## config.mk

```make
export PLATFORM = sky130hd
export DESIGN_NAME = seg_scan_ctrl_flat
export DESIGN_NICKNAME = d
export VERILOG_FILES = /design/src/rtl/seg_scan_if.sv /design/src/rtl/seg_scan_ctrl.sv /design/src/flat_wrapper.sv
export SDC_FILE = /design/constraint.sdc
export NUM_CORES = 1
export LEC_CHECK = 0
export BUFFER_PORTS_ARGS = -buffer_cell sky130_fd_sc_hd__buf_2
export CORE_UTILIZATION = 27
export CTS_CLUSTER_DIAMETER = 50
export DETAILED_ROUTE_END_ITERATION = 8
export SLEW_MARGIN = 20
export SYNTH_ARGS = -nofsm -noshare
export SYNTH_HDL_FRONTEND = slang
export SYNTH_SLANG_ARGS = --single-unit
```

## constraint.sdc

```tcl
create_clock -name clk -period 1.5 [get_ports clk]
set_input_delay 0.3 -clock clk [delete_from_list [all_inputs] [get_ports clk]]
set_output_delay 0.3 -clock clk [all_outputs]
set_load 0.005 [all_outputs]
```

## src/rtl/seg_scan_if.sv

```systemverilog
// Digit-scan bus between the scan controller and its user.
// The user drives enable and mask; the controller returns mux selects, anodes and status.
interface seg_scan_if;
    logic       en;
    logic [3:0] digit_mask;
    logic       s0;
    logic       s1;
    logic [3:0] an;
    logic       tick;
    logic       blank;

    modport master (
        output en,
        output digit_mask,
        input  s0,
        input  s1,
        input  an,
        input  tick,
        input  blank
    );

    modport slave (
        input  en,
        input  digit_mask,
        output s0,
        output s1,
        output an,
        output tick,
        output blank
    );
endinterface

```

## src/rtl/seg_scan_ctrl.sv

```systemverilog
// Four-digit multiplexed display scanner with registered anode/select outputs.
// Define SEG_GHOST_BLANK_EN to add anti-ghosting BLANK cycles at the start of each slot.
module seg_scan_ctrl #(
    parameter int unsigned REFRESH_DIV  = 50000,
    parameter int unsigned BLANK_CYCLES = 16
) (
    input logic        clk,
    input logic        rst,
    seg_scan_if.slave  io_scan
);

    localparam int unsigned CntW = (REFRESH_DIV > 1) ? $clog2(REFRESH_DIV) : 1;
    localparam logic [CntW-1:0] CntMax = CntW'(REFRESH_DIV - 1);

    logic [CntW-1:0] r_cnt;
    logic [CntW-1:0] w_cnt;
    logic [1:0]      r_idx;
    logic [1:0]      w_idx;
    logic            r_armed;
    logic            w_armed;
    logic [3:0]      r_an;
    logic [3:0]      w_an;
    logic            r_tick;
    logic            w_tick;
    logic            w_show;

`ifdef SEG_GHOST_BLANK_EN
    localparam int unsigned BlkW = (BLANK_CYCLES > 1) ? $clog2(BLANK_CYCLES) : 1;
    localparam logic [BlkW-1:0] BlkLast = BlkW'(BLANK_CYCLES - 1);

    typedef enum logic {StDisplay, StBlank} state_e;

    state_e          r_state;
    state_e          w_state;
    logic [BlkW-1:0] r_bcnt;
    logic [BlkW-1:0] w_bcnt;
    logic            r_blank;
`endif

    always_comb begin
        w_cnt   = r_cnt;
        w_idx   = r_idx;
        w_armed = r_armed;
        w_an    = 4'b1111;
        w_tick  = 1'b0;
        w_show  = 1'b1;
`ifdef SEG_GHOST_BLANK_EN
        w_state = r_state;
        w_bcnt  = r_bcnt;
`endif
        if (io_scan.en) begin
            // First enabled edge after reset only lights digit 0, so slot 0 lasts a full period.
            w_armed = 1'b1;
            if (r_armed) begin
                if (r_cnt == CntMax) begin
                    w_cnt  = '0;
                    w_idx  = r_idx + 2'd1;
                    w_tick = 1'b1;
                end else begin
                    w_cnt = r_cnt + 1'b1;
                end
            end
`ifdef SEG_GHOST_BLANK_EN
            if (w_tick) begin
                if (BLANK_CYCLES != 0) begin
                    w_state = StBlank;
                    w_bcnt  = '0;
                end
            end else if (r_state == StBlank) begin
                if (r_bcnt == BlkLast) begin
                    w_state = StDisplay;
                end else begin
                    w_bcnt = r_bcnt + 1'b1;
                end
            end
            w_show = (w_state == StDisplay);
`endif
            if (w_show && io_scan.digit_mask[w_idx]) begin
                w_an = ~(4'b0001 << w_idx);
            end
        end
    end

    always_ff @(posedge clk) begin
        if (rst) begin
            r_cnt   <= '0;
            r_idx   <= 2'd0;
            r_armed <= 1'b0;
            r_an    <= 4'b1111;
            r_tick  <= 1'b0;
        end else begin
            r_cnt   <= w_cnt;
            r_idx   <= w_idx;
            r_armed <= w_armed;
            r_an    <= w_an;
            r_tick  <= w_tick;
        end
    end

`ifdef SEG_GHOST_BLANK_EN
    always_ff @(posedge clk) begin
        if (rst) begin
            r_state <= StDisplay;
            r_bcnt  <= '0;
            r_blank <= 1'b0;
        end else begin
            r_state <= w_state;
            r_bcnt  <= w_bcnt;
            r_blank <= (w_state == StBlank);
        end
    end

    assign io_scan.blank = r_blank;
`else
    assign io_scan.blank = 1'b0;
`endif

    assign io_scan.s0   = r_idx[0];
    assign io_scan.s1   = r_idx[1];
    assign io_scan.an   = r_an;
    assign io_scan.tick = r_tick;

endmodule

```

## src/flat_wrapper.sv

```systemverilog
// flat-port wrapper written by rule: the top's interface ports become plain ports
module seg_scan_ctrl_flat 
#(
    parameter int unsigned REFRESH_DIV  = 50000,
    parameter int unsigned BLANK_CYCLES = 16
)
  (clk, rst, io_scan_en, io_scan_digit_mask, io_scan_s0, io_scan_s1, io_scan_an, io_scan_tick, io_scan_blank);
  seg_scan_if io_scan_i ();
  input logic clk;
  input logic rst;
  input wire logic [$bits(io_scan_i.en)-1:0] io_scan_en;
  input wire logic [$bits(io_scan_i.digit_mask)-1:0] io_scan_digit_mask;
  output wire logic [$bits(io_scan_i.s0)-1:0] io_scan_s0;
  output wire logic [$bits(io_scan_i.s1)-1:0] io_scan_s1;
  output wire logic [$bits(io_scan_i.an)-1:0] io_scan_an;
  output wire logic [$bits(io_scan_i.tick)-1:0] io_scan_tick;
  output wire logic [$bits(io_scan_i.blank)-1:0] io_scan_blank;
  assign io_scan_i.en = io_scan_en;
  assign io_scan_i.digit_mask = io_scan_digit_mask;
  assign io_scan_s0 = io_scan_i.s0;
  assign io_scan_s1 = io_scan_i.s1;
  assign io_scan_an = io_scan_i.an;
  assign io_scan_tick = io_scan_i.tick;
  assign io_scan_blank = io_scan_i.blank;
  seg_scan_ctrl #(.REFRESH_DIV(REFRESH_DIV), .BLANK_CYCLES(BLANK_CYCLES)) u_core (.clk(clk), .rst(rst), .io_scan(io_scan_i));
endmodule
```

### Yosys cells after proc, flatten, opt, wreduce, memory -nomap -nowiden

Cells that the tools add are included.

| operators by class | value |
|---|---|
| $add $sub $neg | 2 |
| $lt $le $gt $ge | 1 |
| mux-type cells | 7 |
| bitwise gates (word level) | 4 |
| shifts and indexed selects | 1 |
| reductions and logical operators | 3 |
| equal/unequal tests | 1 |

Operators with widths:

| kind | count |
|---|---|
| 16-bit by 1-bit adder with 16-bit output, second input constant | 1 |
| 16-bit equality test, second input constant | 1 |
| 16-bit 2-to-1 mux | 1 |
| 2-bit 2-to-1 mux | 3 |
| 3-bit OR reduction | 2 |
| 4-bit NOT | 1 |
| 1-bit by 2-bit << shifter with 4-bit output, first input constant | 1 |
| 2-bit by 3-bit < comparator with 1-bit output, second input constant | 1 |
| 1-bit NOT | 3 |
| 2-bit by 1-bit adder with 2-bit output, second input constant | 1 |
| 1-bit binary-select mux with 2-bit select | 1 |
| 1-bit 2-to-1 mux | 2 |
| 2-bit AND reduction | 1 |

| storage, ports and cells | value |
|---|---|
| bits of input ports | 7 |
| register bits after elaboration | 24 |
| word-level logic and storage cells | 24 |
| output and inout port bits | 8 |

### Logic depth before layout (Yosys ltp)

| depth | value |
|---|---|
| word-level depth | 8 |
| mapped depth | 6 |
| depth with buffers taken out | 5 |

### Worst setup path before layout

OpenSTA, ideal clock, no wires.

| path | value |
|---|---|
| kind | register to register |
| from | register u_core.r_cnt[0] |
| to | register u_core.r_cnt[2] |
| setup time | 0.115 ns |
| required time | 1.385 ns |
| period minus slack after synthesis | 1.385 ns |
| path buffers | 1 |
| path slack | 0.115 ns |
| arrival time | 1.270 ns |
| cell stages (with the launch flop) | 7 |
| cell sequence | dfxtp_1 > ha_1 > and3b_1 > nand4_2 > o21bai_2 > buf_4 > nor2_1 |

| on the way | value |
|---|---|
| word-level cells in the longest chain between the ends | 2 |
| elaborated cells between the ends (all ways) | 3 |
| classes of those cells | 1 x add/sub; 1 x eq/ne; 1 x mux |

Ends and longest elaborated chain:

| item | line | RTL |
|---|---|---|
| from (decl) | seg_scan_ctrl.sv:15 | `logic [CntW-1:0] r_cnt;` |
| from (signal assigned) | seg_scan_ctrl.sv:92 | `r_cnt <= w_cnt;` |
| 16-bit by 1-bit adder with 16-bit output or 16-bit equality test (tied branches) | seg_scan_ctrl.sv:60, seg_scan_ctrl.sv:55 |  |
| 16-bit 2-to-1 mux (*) | seg_scan_ctrl.sv:55 | `if (r_cnt == CntMax) begin` |

Mark *: on every way between the ends. The rest lies on a longest branch, timed or not.
A chain may end at the register's enable or synchronous reset.

### Final worst setup path

| path | value |
|---|---|
| from | register u_core.r_cnt[5] |
| to | register u_core.r_idx[0] |

| on the way | value |
|---|---|
| word-level cells in the longest chain between the ends | 4 |

Ends and longest elaborated chain:

| item | line | RTL |
|---|---|---|
| 16-bit equality test | seg_scan_ctrl.sv:55 |  |
| 2-bit 2-to-1 mux | seg_scan_ctrl.sv:55 |  |
| 2-bit 2-to-1 mux | seg_scan_ctrl.sv:54 | `if (r_armed) begin` |
| 2-bit 2-to-1 mux | seg_scan_ctrl.sv:51 | `if (io_scan.en) begin` |
| to (signal assigned) | seg_scan_ctrl.sv:93 | `r_idx <= w_idx;` |
| to (decl) | seg_scan_ctrl.sv:17 | `logic [1:0] r_idx;` |

Every way passes these cells. The select of a mux whose other input is x is not followed.

==> flow_metrics.tcl <==
set metrics [dict create \
    status "finished, final reports clean" \
    drive_gt1_share_pct 34.0 \
    vdd_drop_max_mv 0.310 \
    vias_per_cell 4.68 \
    p_per_area_mw_per_mm2 760 \
    hold_class "primary input to flip-flop" \
    nFillCells 410 \
    synth_cells 126 \
    coreArea_mm2 0.00400 \
    met1_usage_pct 14.0 \
    dieHeight_um 66.7 \
    vias 979 \
    drt_iter0_drc 32 \
    ctsHtreeMaxLevel 1 \
    grt_pass1_wl_um 3840 \
    critPathMaxFanout 6 \
    slew_viol_final 0 \
    hold_viol 0 \
    seq_area_frac_synth_pct 42.6 \
    clock_latency_ps 270 \
    fmax_ghz 0.694 \
    period_minus_slack_ps 1440 \
    dp_hpwl_um 1720 \
    internal-power_w 0.000898 \
    fin_tns_setup_ps 0 \
    post_dp_cell_area_mm2 0.00138 \
    synth_top_area_cell "dfxtp_1" \
    die_width_um 66.7 \
    synth_top_area_share_pct 42.6 \
    ys_types 32 \
    combPwrFrac_pct 4.4 \
    syn_area_mm2 0.00113 \
    ant_nets 0 \
    cp-start-kind "flip-flop" \
    initial_utilization_pct 28.2 \
    rsz0062_at_grt "yes" \
    area_delta_synth_final_pct 32.4 \
    fin_skew_ps 5.44 \
    cts-root-buf "clkbuf_8" \
    fin_cells 209 \
    power_frac_seq_pct 56.8 \
    grtUsageTotal_pct 11.4 \
    worstPathArrival_ps 1650 \
    ios 15 \
    p_clk_share_pct 38.9 \
    grt_pass1_vias 895 \
    clock-sinks 24 \
    dr.pass1.iters 4 \
    synthArstFlopShare_pct 0 \
    portBuffers 13 \
    end_kind "flip-flop" \
    n_antenna_cell 0 \
    grtUsageMet3_pct 1.03 \
    wl_um 2320 \
    grt_max_degree 15 \
    syn_nets 134 \
    swShare_pct 20.9 \
    wl_per_cell_um 11.1 \
    cts_buffer_depth 2 \
    nets 168 \
    fin_area_mm2 0.00149 \
    cts_hold_buf 0 \
    die_area_mm2 0.00444 \
    crit_type "flip-flop to flip-flop" \
    numCtsBuffers 3 \
    dp.cells 203 \
    synth_area_per_cell_um2 8.96 \
    drc_errors 0 \
    grt_antenna_before_repair 0 \
    setup_viol 0 \
    critPathRequiredTime_ps 1710 \
    gp_congestion 0.809 \
    synth_edf_count 0 \
    ys_seq_elements 24 \
    synth_top_flop_cell "dfxtp_1" \
    synth_area_leaders "dfxtp_1, xnor2_1, nor2_1" \
    cts_tree "built" \
    finalCritPeriodShare_pct 96.1 \
    rows 23 \
    grt-ovfl-total 0 \
    use_met2_pct 19.6 \
    drv_cap 0 \
    path_clk_slew_ps 90 \
    p_sw_w 0.000237 \
    ys_warn_count 0 \
    cellLeakagePower_nw 0.549 \
    gr-max-usage-layer "met2" \
]
placed cells by master, fill, tap and decap left out:
cell type and instances:
nand3_2 2, or3_1 1, and3_1 1, nand3_1 3
nor3_1 6, buf_4 18, a21oi_1 3, dfxtp_4 1
o211ai_1 2, and3b_1 2, nor4_1 2, a31o_2 1
nor2b_1 2, nand4b_1 1, nor3b_1 1, xnor2_1 13
and4b_1 3, o21bai_2 1, ha_2 1, nor2_1 19
nand4_2 2, o21ai_0 2, buf_2 13, xor2_2 1
dfxtp_1 21, a21oi_2 1, nand2_1 9, nor4_2 3
dfxtp_2 2, nand4_1 7, buf_12 1, nor4b_4 1
and4bb_2 1, inv_1 5, or4_1 1, clkbuf_8 4
conb_1 1, and4_4 1
area by class of cell:
cell class                 instances  area [um2]  area share (%)
clock buffer                       4        55.1            3.69
inverter                           5        18.8            1.26
multi-input combinational         94         651            43.6
sequential                        24         487            32.6
tap                               50        62.6            4.19
timing repair buffer              32         220            14.7
through the flow:
stage               setup WS [ps]  power, W  hold slack, ps  utilization (%)
finish                       58.3   0.00114             222             37.3
global route                -36.8   0.00118             222             37.3
CTS                         -1.37   0.00115             222             35.8
detailed placement          -2.62  0.000710             474             34.4
global placement             21.2  0.000711             464             34.4
floorplan                     115  0.000681             369                -
path summary, 6_finish.rpt:
| path | start | end | slack, ps | cells past startpoint |
|---|---|---|---|---|
| worst max-delay path | u_core.r_cnt[5]$_SDFFE_PP0P_ | u_core.r_idx[0]$_SDFFE_PP0P_ | 60 | 4 |
| worst min register to register | u_core.r_cnt[1]$_SDFFE_PP0P_ | u_core.r_cnt[1]$_SDFFE_PP0P_ | 470 | 2 |
| worst max register to register | u_core.r_cnt[5]$_SDFFE_PP0P_ | u_core.r_idx[0]$_SDFFE_PP0P_ | 60 | 4 |
| worst min-delay path | io_scan_digit_mask[1] | u_core.io_scan.an[1]$_SDFF_PP1_ | 220 | 2 |
registers in the layout, indices dropped and copies added, names as in the netlist:
register / flops
u_core.io_scan.an: 4
u_core.r_armed: 1
u_core.r_idx: 2
u_core.io_scan.tick: 1
u_core.r_cnt: 16
power by group through the flow:
| stage | registers (W) | clock network, W | logic, W |
|---|---|---|---|
| global route | 0.000645 | 0.000478 | 0.0000552 |
| floorplan | 0.000661 | 0 | 0.0000198 |
| CTS | 0.000646 | 0.000458 | 0.0000496 |
| global placement | 0.000661 | 0 | 0.0000501 |
| detailed placement | 0.000661 | 0 | 0.0000493 |
| finish | 0.000645 | 0.000441 | 0.0000495 |
cells in the mapped netlist, types with 2 or more instances:
| cell type | n |
|---|---|
| nand3_1 | 4 |
| buf_4 | 2 |
| inv_1 | 5 |
| dfxtp_1 | 24 |
| nor2b_1 | 2 |
| nand4_2 | 2 |
| a21oi_1 | 4 |
| nor4_1 | 5 |
| and3b_1 | 2 |
| and4b_1 | 3 |
| o21ai_0 | 2 |
| nor2_1 | 19 |
| o211ai_1 | 2 |
| xnor2_1 | 13 |
| nand2_1 | 9 |
| nand4_1 | 7 |
| nor3_1 | 6 |
what timing repair did:
item,4_1_cts,5_1_grt
pin swaps,0,6
endpoints found under the setup margin,1,20
setup buffers,0,2
gates resized for setup,0,13
worst max-delay path, cell delays in order (launching register included):
cell and delay, ps:
dfxtp_4 380, nor4b_4 350, nand4_2 170, or4_1 420
nand2_1 70
cells by family (layout without fill, tap and decap cells):
family,after synthesis,count (layout),share of synthesized area (%)
other,1,1,0.332
DFF,24,24,42.6
xor gates and xnor gates,14,14,10.9
buffers and inverters,8,41,3.33
and+or+nand+nor,68,68,36.0
adders and majority gates,1,1,1.11
AOI/OAI and AO/OA,10,10,5.76
per-layer routing:
layer / up-vias / part of all wire (%) / wire length, um
li1: 514 / - / -
met1: 444 / 48 / 1110
met2: 17 / 48 / 1100
met3: 4 / 2.7 / 62
met4: 0 / 1.6 / 37
met5: - / 0 / 0
Note: power is estimated with default switching activity, not from simulation.
